--- src/rtl/mem_align_stage.sv ---
// Memory-access stage: accepts one load/store per handshake, checks alignment,
// runs a single data-memory transaction with an ack timeout, and presents the
// aligned/extended result to the MEM/WB register as a one-cycle out_valid pulse.
//
// Handshake: an op is accepted on a rising edge where in_valid && in_ready;
// in_ready is high only in IDLE. dm_req is held high with stable command
// fields for the whole ACCESS state and completes on the edge where dm_ack is
// high; dm_ack seen outside ACCESS is ignored.
module mem_align_stage #(
  parameter bit          BIG_ENDIAN  = 1'b1,
  parameter bit          BYPASS_EN   = 1'b1,
  parameter int unsigned ACK_TIMEOUT = 16
) (
  input  logic        clk,
  input  logic        reset,
  input  logic        in_valid,
  output logic        in_ready,
  input  logic [3:0]  in_op,
  input  logic [31:0] in_addr,
  input  logic [31:0] in_sdata,
  input  logic [4:0]  in_sreg,
  input  logic [4:0]  in_wreg,
  input  logic        in_wen,
  input  logic        fwd_wen,
  input  logic [4:0]  fwd_reg,
  input  logic [31:0] fwd_data,
  output logic        dm_req,
  output logic        dm_we,
  output logic [3:0]  dm_be,
  output logic [31:0] dm_addr,
  output logic [31:0] dm_wdata,
  input  logic [31:0] dm_rdata,
  input  logic        dm_ack,
  output logic        out_valid,
  output logic [4:0]  out_wreg,
  output logic        out_wen,
  output logic [31:0] out_data,
  output logic [1:0]  out_exc,
  output logic [1:0]  dbg_state
);

  localparam int CW = $clog2(ACK_TIMEOUT + 1);

  localparam logic [3:0] OP_LB  = 4'd1;
  localparam logic [3:0] OP_LBU = 4'd2;
  localparam logic [3:0] OP_LH  = 4'd3;
  localparam logic [3:0] OP_LHU = 4'd4;
  localparam logic [3:0] OP_LW  = 4'd5;
  localparam logic [3:0] OP_SB  = 4'd6;
  localparam logic [3:0] OP_SH  = 4'd7;
  localparam logic [3:0] OP_SW  = 4'd8;

  typedef enum logic [1:0] {S_IDLE = 2'd0, S_ACCESS = 2'd1, S_DONE = 2'd2} state_t;

  state_t        state_q, state_d;
  logic [3:0]    op_q, op_d;
  logic [31:0]   addr_q, addr_d;
  logic [31:0]   sdata_q, sdata_d;
  logic [4:0]    wreg_q, wreg_d;
  logic          wen_q, wen_d;
  logic [CW-1:0] cnt_q, cnt_d;
  logic          out_wen_q, out_wen_d;
  logic [4:0]    out_wreg_q, out_wreg_d;
  logic [31:0]   out_data_q, out_data_d;
  logic [1:0]    out_exc_q, out_exc_d;

  logic          in_is_load, in_is_store, in_misaligned, fwd_hit;
  logic          q_is_load, q_is_store;
  logic [1:0]    lane;
  logic          half_hi;
  logic [7:0]    ld_byte;
  logic [15:0]   ld_half;
  logic [31:0]   ld_val;
  logic [3:0]    be_val;
  logic [31:0]   wdata_val;

  // Decode of the incoming op and forwarding match, used only at acceptance.
  always_comb begin
    in_is_load    = (in_op >= OP_LB) && (in_op <= OP_LW);
    in_is_store   = (in_op >= OP_SB) && (in_op <= OP_SW);
    in_misaligned = 1'b0;
    if ((in_op == OP_LH) || (in_op == OP_LHU) || (in_op == OP_SH))
      in_misaligned = in_addr[0];
    else if ((in_op == OP_LW) || (in_op == OP_SW))
      in_misaligned = (in_addr[1:0] != 2'b00);
    fwd_hit = BYPASS_EN && fwd_wen && (fwd_reg == in_sreg) && (fwd_reg != 5'd0);
  end

  // Lane selection, load extraction/extension and store replication for the held op.
  always_comb begin
    q_is_load  = (op_q >= OP_LB) && (op_q <= OP_LW);
    q_is_store = (op_q >= OP_SB) && (op_q <= OP_SW);
    // Byte offset -> physical lane; big-endian puts offset 0 in the top lane.
    lane       = BIG_ENDIAN ? ~addr_q[1:0] : addr_q[1:0];
    half_hi    = BIG_ENDIAN ? ~addr_q[1] : addr_q[1];
    ld_byte    = dm_rdata[{lane, 3'b000} +: 8];
    ld_half    = half_hi ? dm_rdata[31:16] : dm_rdata[15:0];
    case (op_q)
      OP_LB:   ld_val = {{24{ld_byte[7]}}, ld_byte};
      OP_LBU:  ld_val = {24'h0, ld_byte};
      OP_LH:   ld_val = {{16{ld_half[15]}}, ld_half};
      OP_LHU:  ld_val = {16'h0, ld_half};
      default: ld_val = dm_rdata;
    endcase
    case (op_q)
      OP_LB, OP_LBU, OP_SB: be_val = 4'b0001 << lane;
      OP_LH, OP_LHU, OP_SH: be_val = half_hi ? 4'b1100 : 4'b0011;
      default:              be_val = 4'b1111;
    endcase
    case (op_q)
      OP_SB:   wdata_val = {4{sdata_q[7:0]}};
      OP_SH:   wdata_val = {2{sdata_q[15:0]}};
      default: wdata_val = sdata_q;
    endcase
  end

  // Next-state, op capture, ack timeout and MEM/WB register update.
  always_comb begin
    state_d    = state_q;
    op_d       = op_q;
    addr_d     = addr_q;
    sdata_d    = sdata_q;
    wreg_d     = wreg_q;
    wen_d      = wen_q;
    cnt_d      = cnt_q;
    out_wen_d  = out_wen_q;
    out_wreg_d = out_wreg_q;
    out_data_d = out_data_q;
    out_exc_d  = out_exc_q;
    case (state_q)
      S_IDLE: begin
        if (in_valid) begin
          op_d    = in_op;
          addr_d  = in_addr;
          sdata_d = fwd_hit ? fwd_data : in_sdata;
          wreg_d  = in_wreg;
          wen_d   = in_wen;
          if (in_is_load || in_is_store) begin
            if (in_misaligned) begin
              state_d    = S_DONE;
              out_exc_d  = 2'd1;
              out_wen_d  = 1'b0;
              out_wreg_d = in_wreg;
              out_data_d = in_addr;
            end else begin
              state_d = S_ACCESS;
              cnt_d   = '0;
            end
          end else begin
            state_d    = S_DONE;
            out_exc_d  = 2'd0;
            out_wen_d  = in_wen;
            out_wreg_d = in_wreg;
            out_data_d = in_addr;
          end
        end
      end
      S_ACCESS: begin
        if (dm_ack) begin
          state_d    = S_DONE;
          out_exc_d  = 2'd0;
          out_wreg_d = wreg_q;
          out_wen_d  = q_is_load ? wen_q : 1'b0;
          out_data_d = q_is_load ? ld_val : addr_q;
        end else if (cnt_q == CW'(ACK_TIMEOUT - 1)) begin
          state_d    = S_DONE;
          out_exc_d  = 2'd2;
          out_wreg_d = wreg_q;
          out_wen_d  = 1'b0;
          out_data_d = addr_q;
        end else begin
          cnt_d = cnt_q + CW'(1);
        end
      end
      S_DONE:  state_d = S_IDLE;
      default: state_d = S_IDLE;
    endcase
  end

  // State and datapath registers with synchronous reset.
  always_ff @(posedge clk) begin
    if (reset) begin
      state_q    <= S_IDLE;
      op_q       <= 4'd0;
      addr_q     <= 32'd0;
      sdata_q    <= 32'd0;
      wreg_q     <= 5'd0;
      wen_q      <= 1'b0;
      cnt_q      <= '0;
      out_wen_q  <= 1'b0;
      out_wreg_q <= 5'd0;
      out_data_q <= 32'd0;
      out_exc_q  <= 2'd0;
    end else begin
      state_q    <= state_d;
      op_q       <= op_d;
      addr_q     <= addr_d;
      sdata_q    <= sdata_d;
      wreg_q     <= wreg_d;
      wen_q      <= wen_d;
      cnt_q      <= cnt_d;
      out_wen_q  <= out_wen_d;
      out_wreg_q <= out_wreg_d;
      out_data_q <= out_data_d;
      out_exc_q  <= out_exc_d;
    end
  end

  // Bus command is live only in ACCESS; everything else is a registered view.
  always_comb begin
    in_ready  = (state_q == S_IDLE);
    dm_req    = (state_q == S_ACCESS);
    dm_we     = dm_req && q_is_store;
    dm_be     = dm_req ? be_val : 4'b0000;
    dm_addr   = {addr_q[31:2], 2'b00};
    dm_wdata  = wdata_val;
    out_valid = (state_q == S_DONE);
    out_wreg  = out_wreg_q;
    out_wen   = out_wen_q;
    out_data  = out_data_q;
    out_exc   = out_exc_q;
    dbg_state = state_q;
  end

endmodule
--- config.mk ---
export PLATFORM = sky130hd
export DESIGN_NAME = mem_align_stage
export DESIGN_NICKNAME = d
export VERILOG_FILES = /design/src/rtl/mem_align_stage.sv
export SDC_FILE = /design/constraint.sdc
export NUM_CORES = 1
export LEC_CHECK = 0
export CAP_MARGIN = 20
export CELL_PAD_IN_SITES_DETAIL_PLACEMENT = 1
export CELL_PAD_IN_SITES_GLOBAL_PLACEMENT = 1
export CORE_ASPECT_RATIO = 0.6
export CORE_MARGIN = 5
export CORE_UTILIZATION = 32
export DETAILED_ROUTE_END_ITERATION = 10
export GPL_TIMING_DRIVEN = 0
export HOLD_SLACK_MARGIN = 0.12
export PLACE_DENSITY_LB_ADDON = 0.3
export SYNTH_ARGS = -nofsm -noshare
export SYNTH_HDL_FRONTEND = slang
export SYNTH_SLANG_ARGS = --single-unit
export TNS_END_PERCENT = 20
--- constraint.sdc ---
create_clock -name clk -period 2.15 [get_ports clk]
set_input_delay 0.43 -clock clk [delete_from_list [all_inputs] [get_ports clk]]
set_output_delay 0.43 -clock clk [all_outputs]
set_load 0.01 [all_outputs]
-- After elaboration in Yosys (flattened, before gate mapping)
Index checks and enable logic that the tools add are counted.
- register bits after elaboration: 121
- logic and storage cells: 112
- bits of input ports: 153
- output and inout bits: 114
- equality and inequality tests: 22
- multiplexer cells: 46
- reduce and logical (&&, ||, !) cells: 21
- shift operators: 2
- bitwise logic cells: 1
- $add $sub $neg: 1
- magnitude comparators: 8
- operator list (cell ; number):
    two-way mux 32 bit ; 7
    case mux 32 bit (2 select lines) ; 2
    case mux 32 bit (4 select lines) ; 1
    two-way mux 5 bit ; 10
    indexed part select 32 x 6 -> 8 bit ; 1
    == test 4 x 3 -> 1 bit, second input constant ; 6
    case mux 5 bit (2 select lines) ; 2
    two-way mux 2 bit ; 9
    two-way mux 16 bit ; 1
    == test 4 x 2 -> 1 bit, second input constant ; 3
    greater-or-equal comparator 4 x 1 -> 1 bit, second input constant ; 2
    greater-or-equal comparator 4 x 3 -> 1 bit, second input constant ; 2
    less-or-equal comparator 4 x 3 -> 1 bit, second input constant ; 2
    less-or-equal comparator 4 bit, second input constant ; 2
    two-way mux 1 bit ; 8
    two-way mux 4 bit ; 2
    != test 2 bit, second input constant ; 4
    case mux 2 bit (2 select lines) ; 2
    case mux 4 bit (2 select lines) ; 1
    logical AND 1 bit ; 7
    AND reduction 6 bit ; 1
    OR reduction 3 bit ; 2
    adder 5 x 1 -> 5 bit, second input constant ; 1
    == test 5 x 4 -> 1 bit, second input constant ; 1
    other kinds (17) ; 22

-- Logic depth before layout (Yosys ltp)
Gate-level depths: netlist (run 1).
- depth after elaboration: 8
- depth in mapped cells: 9
- gate-level depth less buffers: 7

-- Least setup slack after synthesis (run 1)
No wires, ideal clock.
- kind: reg2out
- start point: reg op_q[3]
- end point: out dm_wdata[10]
- cell stages (with the launch flop): 6
- data required time: 1720 ps
- path buffers: 2
- slack: 132 ps
- arrival: 1588 ps
- cells stage by stage: dfxtp_1 > buf_2 > or2_2 > buf_2 > nor2_2 > mux2_2
- longest elaborated chain between the ends: 2
- elaborated cells on any way between the ends: 3
- classes of those cells: 2 x eq/ne; 1 x mux
- ends and longest elaborated chain (item ; RTL line ; text):
    from (decl) ; 56 ; logic [3:0] op_q, op_d;
    from (signal assigned) ; 196 ; op_q <= op_d;
    == test 4 x 3 -> 1 bit ; 110 ; case (op_q)
    case mux 32 bit (2 select lines) * ; 110 ;
    to (decl) ; 31 ; output logic [31:0] dm_wdata,
Mark *: on every way between the ends. The rest lies on a longest branch, timed or not.

-- Final worst setup path (run 1)
Same ends and word-level chain as after synthesis.

==> summary.txt, run 1 <==
final period utilization: 111.5%
initial DRC count: 665
Reg power frac: 33.2%
actual slew at the worst max-slew pin: 802.2 ps
Skew-Pair Late Insertion Delay: 430 ps
max-slew violations: 0
pwr/cell area: 699.6 nW/µm²
maximum vdd drop: 0.0005899 V
root buffer cell: clkbuf_16
P_sw: 2.391 mW
P_leak: 4.212 nW
Design Area, Final: 11,140 µm²
antenna violations before repair: 3
DRT antenna net count: 0
All-Layer GR Usage: 25.34%
CTS tree: yes
post-synthesis xor/xnor area fraction: 1.123%
R2R cell count: 9
I/O pins: 267
DRC Markers: 0
H-tree level count: 4
final standard cell utilization of the core: 51.08%
Initial Utilization: 32.17%
Hold Crit Class: primary input to register
core region area: 21,810 µm²
dpl hpwl: 25.31 mm
critical path endpoint category: primary output
post-synthesis simple-gate area fraction: 19.22%
Horiz. Die Dim: 201.2 µm
number of global-route vias before repair: 8,302
Avg WL per Cell: 22.27 µm
reg2reg end: out_data[1]
clock slew at reported path FFs: 60 ps
CP dominant cell by count: buf_6
Placer Congestion: 0.9295
Die ar.: 25,090 µm²
R2R Setup Slk: 40 ps
row cnt: 42
worst min-delay path startpoint: in_op[2]
vias: 8,155
Final Setup Violations: 25
Worst path max stage delay: 350 ps
Worst Hold Endpoint: op_q[2]
Fill cells: 2,558
Layout Nets: 1,355
CP startpoint: op_q[3]
sequential area share after synthesis: 34.52%
largest family of logic cells by synthesized area: compound AO/OA/AOI/OAI gates
Congestion Overflow GR: 0
Mapped Cells: 893
RSZ-0062 raised after global routing: true
CP Depth: 6
Final WS setup: -246.7 ps
Layout Cells excl Fill: 1,500
Num CTS Buffers: 17
Fmax: 417.2 MHz
clock share of power: 39.2%
total power draw: 7.793 mW
crit path max-delay cell type: dfxtp_4
Slew headroom: 46.52%
first-pass GRT wire length: 49.69 mm
Gate power share: 27.6%
post-synthesis compound-gate area fraction: 23.45%
multiplexer share of the synthesized area: 10.98%
Avg Inst Size Synth: 7.857 µm²
worst-case clock buffer depth: 2
worst path required time: 1720 ps
share of cells above drive strength 1: 20.28%
Async SR Flop Fraction: 0%
drt pass-1 iters: 5
synth-to-layout area growth: 58.75%
#FFs+latches synth: 121
final hold violation count: 0
Buf/Inv on CP: 3
worst hold path depth: 3
worst-path cell chain: buf_8 > or2_4 > nor2_4 > buf_6 > mux2_4 > buf_6
worst r2r src: op_q[2]
die height: 124.7 µm
Pint: 5.402 mW
Post-DP Area: 10,010 µm²
adder-cell share of the synthesized area: 0.3566%
crit path DAT: 1970 ps
Synth Warn #: 0
fin crit period: 2397 ps
Max Cap Viol: 0
worst-path maximum fanout: 5
critical path class: register to primary output
# clock sinks: 121
number of synthesized flops with an enable pin: 0
Sw Share: 30.68%
cts hold-fix bufs: 0
Largest delay share family, worst path: simple AND/OR/NAND/NOR gates
outcome: complete, but fails checks
Worst Skew: 9.205 ps
DR vias/cell: 5.437
critical path startpoint category: register
# port buffers: 263
Cells after DPL: 1,443
failing checks: negative setup slack
post-synthesis instance area: 7017 µm²
synth unique cells: 59
pin count of the biggest net entering global routing: 17
top_reg_cell synth: dfxtp_1
total wire length: 33.41 mm
-- worst max-delay path by stage --
stage | end | slack (ps)
floorplan | dm_wdata[10] | 130
global placement | dm_be[0] | -750
detailed placement | dm_be[0] | -740
CTS | dm_wdata[10] | -230
global route | dm_wdata[10] | -280
finish | dm_wdata[10] | -250
-- state kept, by name, indices dropped and copies added (netlist names), 2 cells and up --
name       count
wreg_q         5
addr_q        32
out_wreg       5
out_data      32
op_q           4
sdata_q       32
dbg_state      2
out_exc        2
cnt_q          5
-- power by group through the flow --
stage | clock, mW | combinational, mW | sequential, mW
2_1_floorplan | 0 | 0.939 | 2.61
3_3_place_gp | 0 | 1.94 | 2.62
3_5_place_dp | 0 | 1.98 | 2.63
4_1_cts | 3.08 | 2.07 | 2.58
5_1_grt | 3.17 | 2.29 | 2.61
6_report | 3.05 | 2.15 | 2.59
-- cells by family (layout without fill, tap and decap cells) --
group | after synthesis | in the layout
AND/OR/NAND/NOR | 299 | 299
AO/OA/AOI/OAI | 260 | 260
buffers and inverters | 128 | 447
flip-flops | 121 | 121
multiplexers | 73 | 73
XOR/XNOR | 9 | 9
adder cells (fa/ha/maj) | 2 | 2
other | 1 | 3
-- layer usage --
metal  wire length [µm]  vias up  global-route usage, %
li1                   -     3746                      -
met1              15500     3990                  36.62
met2              14390      373                  37.69
met3               3090       42                  7.312
met4                403        4                  4.859
met5                 27        -                      0
-- what timing repair did --
action,4_1_cts,5_1_grt
setup endpoints to repair,67,99
resized for setup,233,44
endpoints found under the hold margin,0,0
pin swaps,12,11
buffers inserted,19,6
-- worst min-delay path, cell delays in order --
cell and delay [ps]:
dlymetal6s2s_1 170, nand2_1 90, a21oi_1 60
-- area by class of cell --
class / count / area (µm²) / share of cell area [%]
repair buffers: 288 / 2761 / 24.79
diodes: 1 / 2.502 / 0.02246
multi-input cells: 645 / 4066 / 36.50
inverters: 12 / 45.04 / 0.4044
plain buffers: 115 / 858.3 / 7.705
flip-flops and latches: 121 / 2434 / 21.85
well taps: 286 / 357.8 / 3.212
clock inverters: 11 / 143.9 / 1.292
clock buffers: 21 / 470.5 / 4.223
-- synth_stat cells (all sizes together), types with 7 or more instances --
cell	count	share of area (%)
mux2i	50	7.1
o22ai	10	0.89
dfxtp	121	35
inv	12	0.64
a211oi	58	6.5
o2111ai	12	1.5
clkbuf	45	2.4
o21ai	58	4.2
mux2	22	3.5
nor3b	8	0.86
a21oi	92	6.6
or3b	7	0.87
buf	71	7.2
nor2b	8	0.71
nand2	152	8.1
nor2	74	4.1
nor3	23	1.8
-- metrics by stage --
stage          hold WS [ps]  TNS [ps]  setup WS [ps]
6_report              374.1     -3622         -246.7
5_1_grt               357.7     -5482         -276.1
4_1_cts               456.4     -3350         -228.1
3_5_place_dp          448.2    -49370         -739.1
3_3_place_gp          439.9    -41270         -748.4
2_1_floorplan         436.6         0          131.5
-- cells in the final DEF (no fill, tap or decap), types with 5 or more instances in the layout --
cell type,count
a311oi_1,5
clkdlybuf4s50_1,228
nor2_1,69
mux2_4,9
a21oi_1,86
clkbuf_16,18
a21oi_2,5
nor3_1,19
nand3_1,5
buf_4,70
nand2_1,150
a211oi_1,52
xnor2_1,6
o21ai_0,34
dfxtp_1,116
a221o_1,6
buf_2,21
mux2_2,13
o22ai_1,10
buf_6,25
or3b_2,7
o2111ai_1,12
o21ai_1,15
inv_1,11
clkbuf_8,7
nor3b_1,8
a211oi_2,6
mux2i_1,49
clkbuf_1,35
clkbuf_2,5
buf_8,5
nor2b_1,8
o21ai_2,9
No activity file was read; power rests on OpenSTA's default activity.
==> run 2: changes to the inputs <==
- SKIP_CTS_REPAIR_TIMING: not set -> 1
- SKIP_LAST_GASP: not set -> 1
==> run 2 against run 1 <==
Net effect:
- the run still ends with negative setup slack left
- total power shrank 0.34%
- design area down 0.28%
- final cell count did not move
- core utilization down 0.14 points
- sequential share of layout area up 0.073 points
- first-iteration DRC count up 0.30%
- critical path depth rose by 1
- die area stayed put
- critical endpoint is now dm_wdata[15]
==> summary.txt, run 2 (synthesis results as in run 1) <==
Post-DP Area: 10,010 µm² (unchanged)
DRC Markers: 0 (unchanged)
CP endpoint: dm_wdata[15]
row cnt: 42 (unchanged)
pwr/cell area: 699.2 nW/µm² (about the same)
Die ar.: 25,090 µm² (unchanged)
crit path DAT: 2040 ps (+70 ps)
All-Layer GR Usage: 24.50% (-0.83 points)
pin count of the biggest net entering global routing: 17 (unchanged)
R2R cell count: 9 (unchanged)
Layout Nets: 1,356 (+0.074%)
Ant. Diodes: 0 (-1)
Fmax: 404.1 MHz (-3.1%)
root buffer cell: clkbuf_16
vias: 8,111 (-0.54%)
Worst path max stage delay: 350 ps (about the same)
antenna violations before repair: 3 (unchanged)
first-pass GRT wire length: 48.22 mm (-3.0%)
worst r2r src: cnt_q[0]
RSZ-0062 raised after global routing: true
initial DRC count: 667 (+0.30%)
reg2reg end: out_exc[0]
final hold violation count: 0 (unchanged)
fin crit period: 2475 ps (+77.80 ps)
Hold Crit Class: register to register
drt pass-1 iters: 5 (unchanged)
Placer Congestion: 0.9295 (unchanged)
core region area: 21,810 µm² (unchanged)
CP dominant cell by count: buf_6
P_leak: 4.245 nW (+0.79%)
Initial Utilization: 32.17% (unchanged)
R2R Setup Slk: -150 ps (-190 ps)
CTS tree: yes
Skew-Pair Late Insertion Delay: 420 ps (about the same)
worst path required time: 1720 ps (about the same)
CP Depth: 7 (+1)
number of global-route vias before repair: 8,156 (-1.8%)
Avg WL per Cell: 22.32 µm (+0.19%)
outcome: complete, but fails checks
total wire length: 33.47 mm (+0.19%)
Horiz. Die Dim: 201.2 µm (unchanged)
Largest delay share family, worst path: simple AND/OR/NAND/NOR gates
dpl hpwl: 25.31 mm (unchanged)
Buf/Inv on CP: 4 (+1)
commonest non-fill, non-tap cell in the layout: clkdlybuf4s50_1
H-tree level count: 4 (unchanged)
Final WS setup: -324.5 ps (-77.80 ps)
critical path endpoint category: primary output
synth-to-layout area growth: 58.31%
die height: 124.7 µm (unchanged)
Final Setup Violations: 89 (+260%)
worst-path cell chain: buf_8 > or2_4 > nor2_4 > buf_6 > buf_6 > mux2_4 > buf_6
worst-case clock buffer depth: 2 (unchanged)
CP startpoint: op_q[3]
Num CTS Buffers: 17 (unchanged)
crit path max-delay cell type: dfxtp_4
# port buffers: 263 (unchanged)
Congestion Overflow GR: 0 (unchanged)
DR vias/cell: 5.407 (-0.54%)
worst min-delay path startpoint: out_data[3]
max-slew violations: 0 (unchanged)
share of cells above drive strength 1: 18.70% (-1.6 points)
Worst Skew: 9.009 ps (-0.1959 ps)
Fin Hold WS: 454.2 ps (+80.08 ps)
worst-path maximum fanout: 7 (+2)
failing checks: negative setup slack
clock slew at reported path FFs: 60 ps (about the same)
maximum vdd drop: 0.0005757 V (-2.4%)
most frequent cells in the layout: 235 x clkdlybuf4s50_1, 150 x nand2_1, 117 x dfxtp_1
critical path class: register to primary output
final period utilization: 115.1% (+3.6 points)
critical path startpoint category: register
Design Area, Final: 11,110 µm² (-0.28%)
Max Cap Viol: 0 (unchanged)
actual slew at the worst max-slew pin: 888.7 ps (+86.45 ps)
# clock sinks: 121 (unchanged)
Slew headroom: 40.76% (-5.8 points)
DRT antenna net count: 0 (unchanged)
DP Worst Slack: -739.1 ps (unchanged)
I/O pins: 267 (unchanged)
-- run 2: worst register-to-register path, cell delays in order, from the launching register on --
cell     delay, ps
dfxtp_1        340
ha_1           230
and3_1         190
ha_1           230
o21ai_0        280
o21a_1         180
buf_4          200
buf_2          290
nand2_1        110
a21oi_1        170
-- run 2: where the power goes --
part	leakage, nW	switching [mW]	internal [mW]	total (mW)
Clock	0.291	1.14	1.91	3.05
Sequential	1.00	0.162	2.43	2.59
Combinational	2.95	1.08	1.04	2.12
-- run 2: routing by layer --
layer  vias to the layer above  global-route usage [%]  part of all wire (%)
li1                       3746                       -                     -
met1                      3971                   35.93                    46
met4                         6                   4.056                  0.92
met5                         -                       0                  0.12
met2                       357                   36.02                    43
met3                        31                   7.208                   9.3
-- run 2: metrics by stage --
| stage | instances | power, mW | utilization (%) | setup TNS [ps] |
|---|---|---|---|---|
| global placement | 1443 | 4.564 | 45.90 | -41270 |
| detailed placement | 1443 | 4.610 | 45.90 | -49370 |
| finish | 1500 | 7.766 | 50.94 | -9391 |
| CTS | 1475 | 7.654 | 48.72 | -32980 |
| floorplan | 894 | 3.551 | - | 0 |
| global route | 1500 | 8.048 | 50.94 | -17620 |
-- run 2: final cells by class --
cell class                      instances  area [µm²]
Buffer                                115       800.8
Clock buffer                           21       470.5
Clock inverter                         11       143.9
Fill cell                            2588       10700
Inverter                               12       45.04
Multi-Input combinational cell        645        4040
Sequential cell                       121        2435
Tap cell                              286       357.8
Timing Repair Buffer                  289        2815
-- run 2: worst min path at each step --
stage,endpoint,depth (start not counted)
3_5_place_dp,out_data[4],2
5_1_grt,out_data[3],2
6_report,out_data[3],2
2_1_floorplan,wen_q,2
3_3_place_gp,out_data[4],2
4_1_cts,out_data[4],2
==> run 3: changes to the inputs <==
- ABC_CLOCK_PERIOD_IN_PS: not set -> 2150
- CAP_MARGIN: 20 -> not set
- CORE_ASPECT_RATIO: 0.6 -> not set
==> run 3 against run 2 <==
Net effect:
- the run still ends with negative setup slack left
- total power shrank 3.6%
- clock power shrank 9.2%
- core utilization grew 0.16 points
- register-to-register slack gained 50 ps
- count of clock-buffer cells in the layout shrank 3
- critical endpoint is now dm_wdata[12]
- largest cell class unchanged
==> summary.txt, run 3 (synthesis results as in run 1) <==
outcome: complete, but fails checks
failing checks: negative setup slack
drt pass-1 iters: 5 (unchanged)
Initial Utilization: 32.35% (+0.18 points)
antenna violations before repair: 3 (unchanged)
final setup TNS: -10,100 ps (-709.9 ps)
synth-to-layout area growth: 57.92%
DRC Markers: 0 (unchanged)
pwr/cell area: 675.7 nW/µm² (-3.4%)
Cells after DPL: 1,437 (-0.42%)
initial DRC count: 491 (-26%)
CTS tree: yes
Worst Skew: 10.02 ps (+1.011 ps)
worst path required time: 1720 ps (about the same)
fin crit period: 2415 ps (-59.27 ps)
die height: 158.1 µm (+27%)
Ant. Diodes: 0 (unchanged)
worst r2r src: op_q[0]
DRT antenna net count: 0 (unchanged)
core region area: 21,690 µm² (-0.55%)
RSZ-0062 raised after global routing: true
Horiz. Die Dim: 158.1 µm (-21%)
reg2reg end: out_data[28]
share of cells above drive strength 1: 17.84% (-0.86 points)
Design Area, Final: 11,080 µm² (-0.25%)
crit path DAT: 1990 ps (-50 ps)
R2R Setup Slk: -100 ps (+50 ps)
final period utilization: 112.3% (-2.8 points)
number of global-route vias before repair: 8,237 (+0.99%)
Slew headroom: 52.02% (+11 points)
critical path startpoint category: register
actual slew at the worst max-slew pin: 719.8 ps (-168.9 ps)
root buffer cell: clkbuf_16
Worst Hold Endpoint: out_data[0]
dpl hpwl: 24.04 mm (-5.0%)
I/O pins: 267 (unchanged)
row cnt: 54 (+29%)
worst-path maximum fanout: 8 (+1)
Congestion Overflow GR: 0 (unchanged)
Final Setup Violations: 79 (-11%)
maximum vdd drop: 0.0004694 V (-18%)
total wire length: 32.44 mm (-3.1%)
Avg WL per Cell: 21.76 µm (-2.5%)
Fmax: 414.0 MHz (+2.5%)
# clock sinks: 121 (unchanged)
# port buffers: 263 (unchanged)
Die ar.: 24,990 µm² (-0.39%)
vias: 8,038 (-0.90%)
critical path class: register to primary output
Layout Cells excl Fill: 1,491 (-0.60%)
Skew-Pair Late Insertion Delay: 430 ps (about the same)
H-tree level count: 4 (unchanged)
commonest non-fill, non-tap cell in the layout: clkdlybuf4s50_1
most frequent cells in the layout: 233 x clkdlybuf4s50_1, 147 x nand2_1, 118 x dfxtp_1
Post-DP Area: 10,000 µm² (about the same)
R2R cell count: 10 (+1)
final hold violation count: 0 (unchanged)
Fill cells: 2,572 (-0.62%)
worst min-delay path startpoint: out_data[0]
pin count of the biggest net entering global routing: 17 (unchanged)
DR vias/cell: 5.391 (-0.30%)
Num CTS Buffers: 17 (unchanged)
Placer Congestion: 0.9236 (-0.63%)
Hold Crit Class: register to register
P_leak: 4.280 nW (+0.83%)
Max Cap Viol: 0 (unchanged)
Layout Nets: 1,354 (-0.15%)
critical path endpoint category: primary output
CP startpoint: op_q[3]
All-Layer GR Usage: 24.53% (+0.030 points)
Final WS setup: -265.3 ps (+59.27 ps)
worst hold path depth: 2 (unchanged)
first-pass GRT wire length: 46.82 mm (-2.9%)
max-slew violations: 0 (unchanged)
worst-case clock buffer depth: 2 (unchanged)
clock slew at reported path FFs: 60 ps (about the same)
total power draw: 7.487 mW (-3.6%)
[run 3: changes by cell type in the layout (fill, tap and decap cells not counted), moves of 3 or more]
cell and change:
o21ai_2 -6, buf_2 -5, o21ai_0 +5, dlymetal6s2s_1 +4, mux2_2 -4, mux2_4 +4, a21oi_1 +3, a21oi_2 -3
clkbuf_2 -3, clkinv_4 +3, nand2_1 -3
[run 3: layout make-up]
cell class | instances | area (µm²) | share of cell area (%)
inverter | 12 | 45.04 | 0.4065
clock buffer | 18 | 439.2 | 3.963
sequential | 121 | 2431 | 21.94
timing repair buffer | 287 | 2853 | 25.75
clock inverter | 13 | 122.6 | 1.107
multi-input combinational | 645 | 4045 | 36.51
buffer | 115 | 794.5 | 7.170
tap | 280 | 350.3 | 3.162
[run 3: how the worst max path moves through the flow]
stage,to,cells past startpoint,slack [ps]
floorplan,dm_wdata[10],5,130
global placement,dm_we,5,-790
detailed placement,dm_we,5,-800
CTS,dm_we,5,-1270
global route,out_data[1],9,-330
finish,dm_wdata[12],7,-270
[run 3: metrics by stage]
stage	setup WS [ps]	utilization [%]	hold slack [ps]
after floorplan	131.5	-	436.6
after CTS	-1265	48.71	454.4
final	-265.3	51.09	451.3
after global placement	-789.4	46.12	440.2
after detailed placement	-795.6	46.12	446.0
after global routing	-331.1	51.09	469.6
[run 3: report_power, final]
group | internal [mW] | total (mW) | leakage (nW) | switching (mW)
registers | 2.43 | 2.58 | 0.999 | 0.148
logic | 1.06 | 2.13 | 3.02 | 1.07
clock network | 1.62 | 2.77 | 0.265 | 1.15
[run 3: critical path, stage by stage (launching register included)]
cell and delay (ps):
dfxtp_4 360, buf_8 120, or2_4 230, buf_6 120, nor2_4 120, buf_12 150, mux2_4 330, buf_6 130
[run 3: metal layers]
metal,GRT usage [%],routed length [µm]
met5,0,20
met4,7.027,508
met3,6.479,2623
met2,42.18,16320
met1,30.22,12970
